==> src/rtl/right_shift_rot_32.sv <==
`default_nettype none
// ============================================================================
//  Module      : right_shift_rot_32
//  Description : 32-bit right barrel shifter / rotator with a registered
//                result. Five cascaded 2:1 mux stages shift by 1, 2, 4, 8
//                and 16 under control of select[0..4]. Vacated MSBs are
//                zero-filled (logical shift) or refilled with the bits that
//                fall off the LSB end (rotate).
//  Revision    : 1.0 - initial release
// ============================================================================
module right_shift_rot_32 (
  input  logic        clk,
  input  logic        rst_n,
  input  logic [31:0] in,
  input  logic        rotate,
  input  logic [4:0]  select,
  output logic [31:0] out
);

  localparam int c_WIDTH  = 32;
  localparam int c_STAGES = 5;

  // Stage k consumes w_stage[k] and produces w_stage[k+1].
  // w_stage[0] is the raw operand, and w_stage[c_STAGES] is the final result.
  logic [c_WIDTH-1:0] w_stage [0:c_STAGES];
  logic [c_WIDTH-1:0] r_out;

  assign w_stage[0] = in;

  genvar k;
  generate
    for (k = 0; k < c_STAGES; k++) begin : g_stage
      localparam int c_SH = 1 << k;

      logic [c_WIDTH-1:0] w_shifted;
      logic [c_WIDTH-1:0] w_wrap;
      logic [c_WIDTH-1:0] w_moved;

      // The bits that move down always come from i+2^k.
      assign w_shifted = w_stage[k] >> c_SH;

      // The top 2^k bits are refilled from the low end only when rotating.
      // Otherwise they stay zero, so no sign extension ever happens.
      assign w_wrap  = rotate ? (w_stage[k] << (c_WIDTH - c_SH)) : '0;
      assign w_moved = w_shifted | w_wrap;

      assign w_stage[k+1] = select[k] ? w_moved : w_stage[k];
    end
  endgenerate

  // Output register. Reset clears it asynchronously, so a result that is
  // pending when reset arrives is discarded rather than captured.
  always_ff @(posedge clk or negedge rst_n) begin
    if (!rst_n) begin
      r_out <= '0;
    end else begin
      r_out <= w_stage[c_STAGES];
    end
  end

  assign out = r_out;

endmodule
`default_nettype wire

==> config.mk <==
export PLATFORM = sky130hd
export DESIGN_NAME = right_shift_rot_32
export DESIGN_NICKNAME = d
export VERILOG_FILES = /design/src/rtl/right_shift_rot_32.sv
export SDC_FILE = /design/constraint.sdc
export NUM_CORES = 1
export LEC_CHECK = 0
export ABC_CLOCK_PERIOD_IN_PS = 800
export CORE_ASPECT_RATIO = 0.5
export CORE_MARGIN = 3
export CORE_UTILIZATION = 38
export CTS_CLUSTER_DIAMETER = 200
export DETAILED_ROUTE_END_ITERATION = 8
export PLACE_DENSITY = 0.6
export SLEW_MARGIN = 30
export SYNTH_ARGS = -nofsm -noshare
export SYNTH_HDL_FRONTEND = slang
export SYNTH_SLANG_ARGS = --single-unit
export TNS_END_PERCENT = 5
==> constraint.sdc <==
create_clock -name clk -period 0.8 [get_ports clk]
set_input_delay 0.16 -clock clk [delete_from_list [all_inputs] [get_ports clk]]
set_output_delay 0.16 -clock clk [all_outputs]
set_load 0.01 [all_outputs]
==> results.toml <==
[floorplan]
die_y_um = 70.6
die-area_sq_um = 9550
core_sq_um = 7710
ioPinCount = 72
chipWidth_um = 135
rows = 22
start_util_pct = 41.2

[worst_setup_path]
path_max_fanout = 5
cp.arrival_ns = 1.87
cp.required_ns = 0.94
end_kind = "register"
path_class = "in -> reg"
cp-start-kind = "primary input"

[place]
dp_hpwl_um = 9860
gp_congestion = 0.994
placed_cells = 554
io_buffers = 71

[grt]
grt_overflow = 0
antenna_found_initial = 0
grt_pass1_vias = 3238
grt_usage_pct = 25.9
grt_pass1_wl_um = 18900
grt_max_degree = 33

[layout]
fill_cells = 631
antenna_cells = 0
drive_above_1_share_pct = 58.2
finalNonFillerCells = 572
regArea_sq_um = 801
largest_reg_flops = 32
nets = 503
multi_input_area_sq_um = 2430
area_delta_synth_final_pct = 59.5

[sta]
drv_slew = 0
fin_crit_sh_pct = 216
min_period_ns = 1.73
hold_viol_final = 0
maxSlewHeadroom_pct = 64.0
worst_pin_slew_ns = 0.539
final-setup-viol-count = 64
fin_worst_hold_slack_ns = 0.255
layout_setup_ws_ns = -0.929
fmax_ghz = 0.578
rsz0062_at_grt = "true"

[logic_synthesis]
synth-edff-count = 0
ys_ff_latch = 32
synth_common_cells = "mux2i_1, nand2_1, dfrtp_1"
ys_top_cells_by_area = "dfrtp_1, mux4_2, mux2i_1, mux2_2, nand2_1"
synth_top_area_cell = "dfrtp_1"
ys_async_sr_fraction_pct = 100
syn_inst = 302
ys_warn_count = 0
yosysSeqAreaShare_pct = 25.2
syn-num-nets = 342
netlist_area_sq_um = 3170
syn_area_per_cell_sq_um = 10.5
synth_flop_cell = "dfrtp_1"
yosys.cell_count.top_type = "mux2i_1"
ys_types = 48
synth.top_cell.area_share_pct = 25.2

[worst_hold_path]
hold_class = "in -> async"

[clocking]
htree_levels = 2
cts.sinks = 32
ctsLongestPathBuffers = 2
cts_buffers = 5
root_buffer = "clkbuf_16"
clk_pin_slew_ns = 0.05
tritoncts = "yes"

[drt]
drtIter0Drc = 281
wl_per_cell_um = 21.9
drt_first_pass_iters = 7
vias = 3314
wl_um = 12500
vias_per_cell = 5.79
final_antenna_net_count = 0
drcViolationCount = 0

[power]
ir_worst_vdd_v = 0.00117
leakage_nw = 2.32
p_per_area_nw_per_um2 = 1450

[status]
outcome = "finished, violations left"
violations = "negative setup slack"

[job]
maxCapViolCount = 0
-- worst max-delay path, cell delays in order --
cell      delay [ns]
buf_8           0.09
mux4_2          0.54
a22oi_2         0.20
inv_1           0.07
a222oi_1        0.52
buf_4           0.21
mux2i_1         0.06
-- logic make-up after synthesis --
| kind of cell | after synthesis | synth area share, % |
|---|---|---|
| AOI/OAI and AO/OA | 75 | 16.7 |
| buffers and inverters | 34 | 7.73 |
| DFF | 32 | 25.2 |
| muxes | 95 | 41.4 |
| and+or+nand+nor | 66 | 8.91 |
-- report_power, final --
group	switching [W]	internal, W	leakage [nW]
logic	0.00167	0.00168	1.84
registers	0.0000489	0.00184	0.399
clock network	0.000645	0.00146	0.0808
total	0.00236	0.00498	2.32
-- layout by cell type, fill, tap and decap left out, types with 12 or more instances in the layout --
cell type and count:
mux2_2 12, dfrtp_1 32, mux2_4 14, mux4_2 24, o22ai_1 14, buf_2 39
buf_6 18, mux2i_1 32, nor2_1 14, nand2_1 29, buf_4 88
-- worst max path at each step --
stage / from / end / cells past startpoint
after floorplan: select[1] / out[24] / 6
after global placement: in[3] / out[20] / 7
after detailed placement: in[3] / out[20] / 7
after CTS: select[0] / out[4] / 7
after global routing: select[0] / out[4] / 7
final: select[0] / out[4] / 7
-- metal layers --
metal	wire length, um	GRT usage [%]	part of all wire (%)
met1	6170	40.9	49
met2	5340	38.3	43
met4	68	3.80	0.54
met3	921	3.69	7.4
met5	0	0	0
-- per-stage QoR --
step	area, sq um	util [%]	setup slack (ns)	power (W)	TNS [ns]
3_5_place_dp	4610	59.8	-1.61	0.00501	-49.88
4_1_cts	4920	63.9	-0.862	0.00718	-26.79
2_1_floorplan	3170	-	-0.942	0.00337	-27.57
6_report	5060	65.6	-0.929	0.00734	-27.54
5_1_grt	5060	65.6	-0.902	0.00766	-29.37
3_3_place_gp	4610	59.8	-1.54	0.00498	-49.08
-- area by class of cell --
| class | count | area share [%] |
|---|---|---|
| Sequential cell | 32 | 15.8 |
| Inverter | 6 | 0.519 |
| Multi-Input combinational cell | 236 | 48.0 |
| Timing Repair Buffer | 182 | 29.8 |
| Clock inverter | 2 | 0.693 |
| Clock buffer | 6 | 2.55 |
| Tap cell | 108 | 2.67 |
-- repair_timing --
item | CTS | global route
resized for setup | 302 | 30
setup buffers | 9 | 0
hold buffers | 0 | 0
gates cloned | 0 | 1
pin swaps | 21 | 11
endpoints found under the setup margin | 64 | 64
Note: power is estimated with default switching activity, not from simulation.
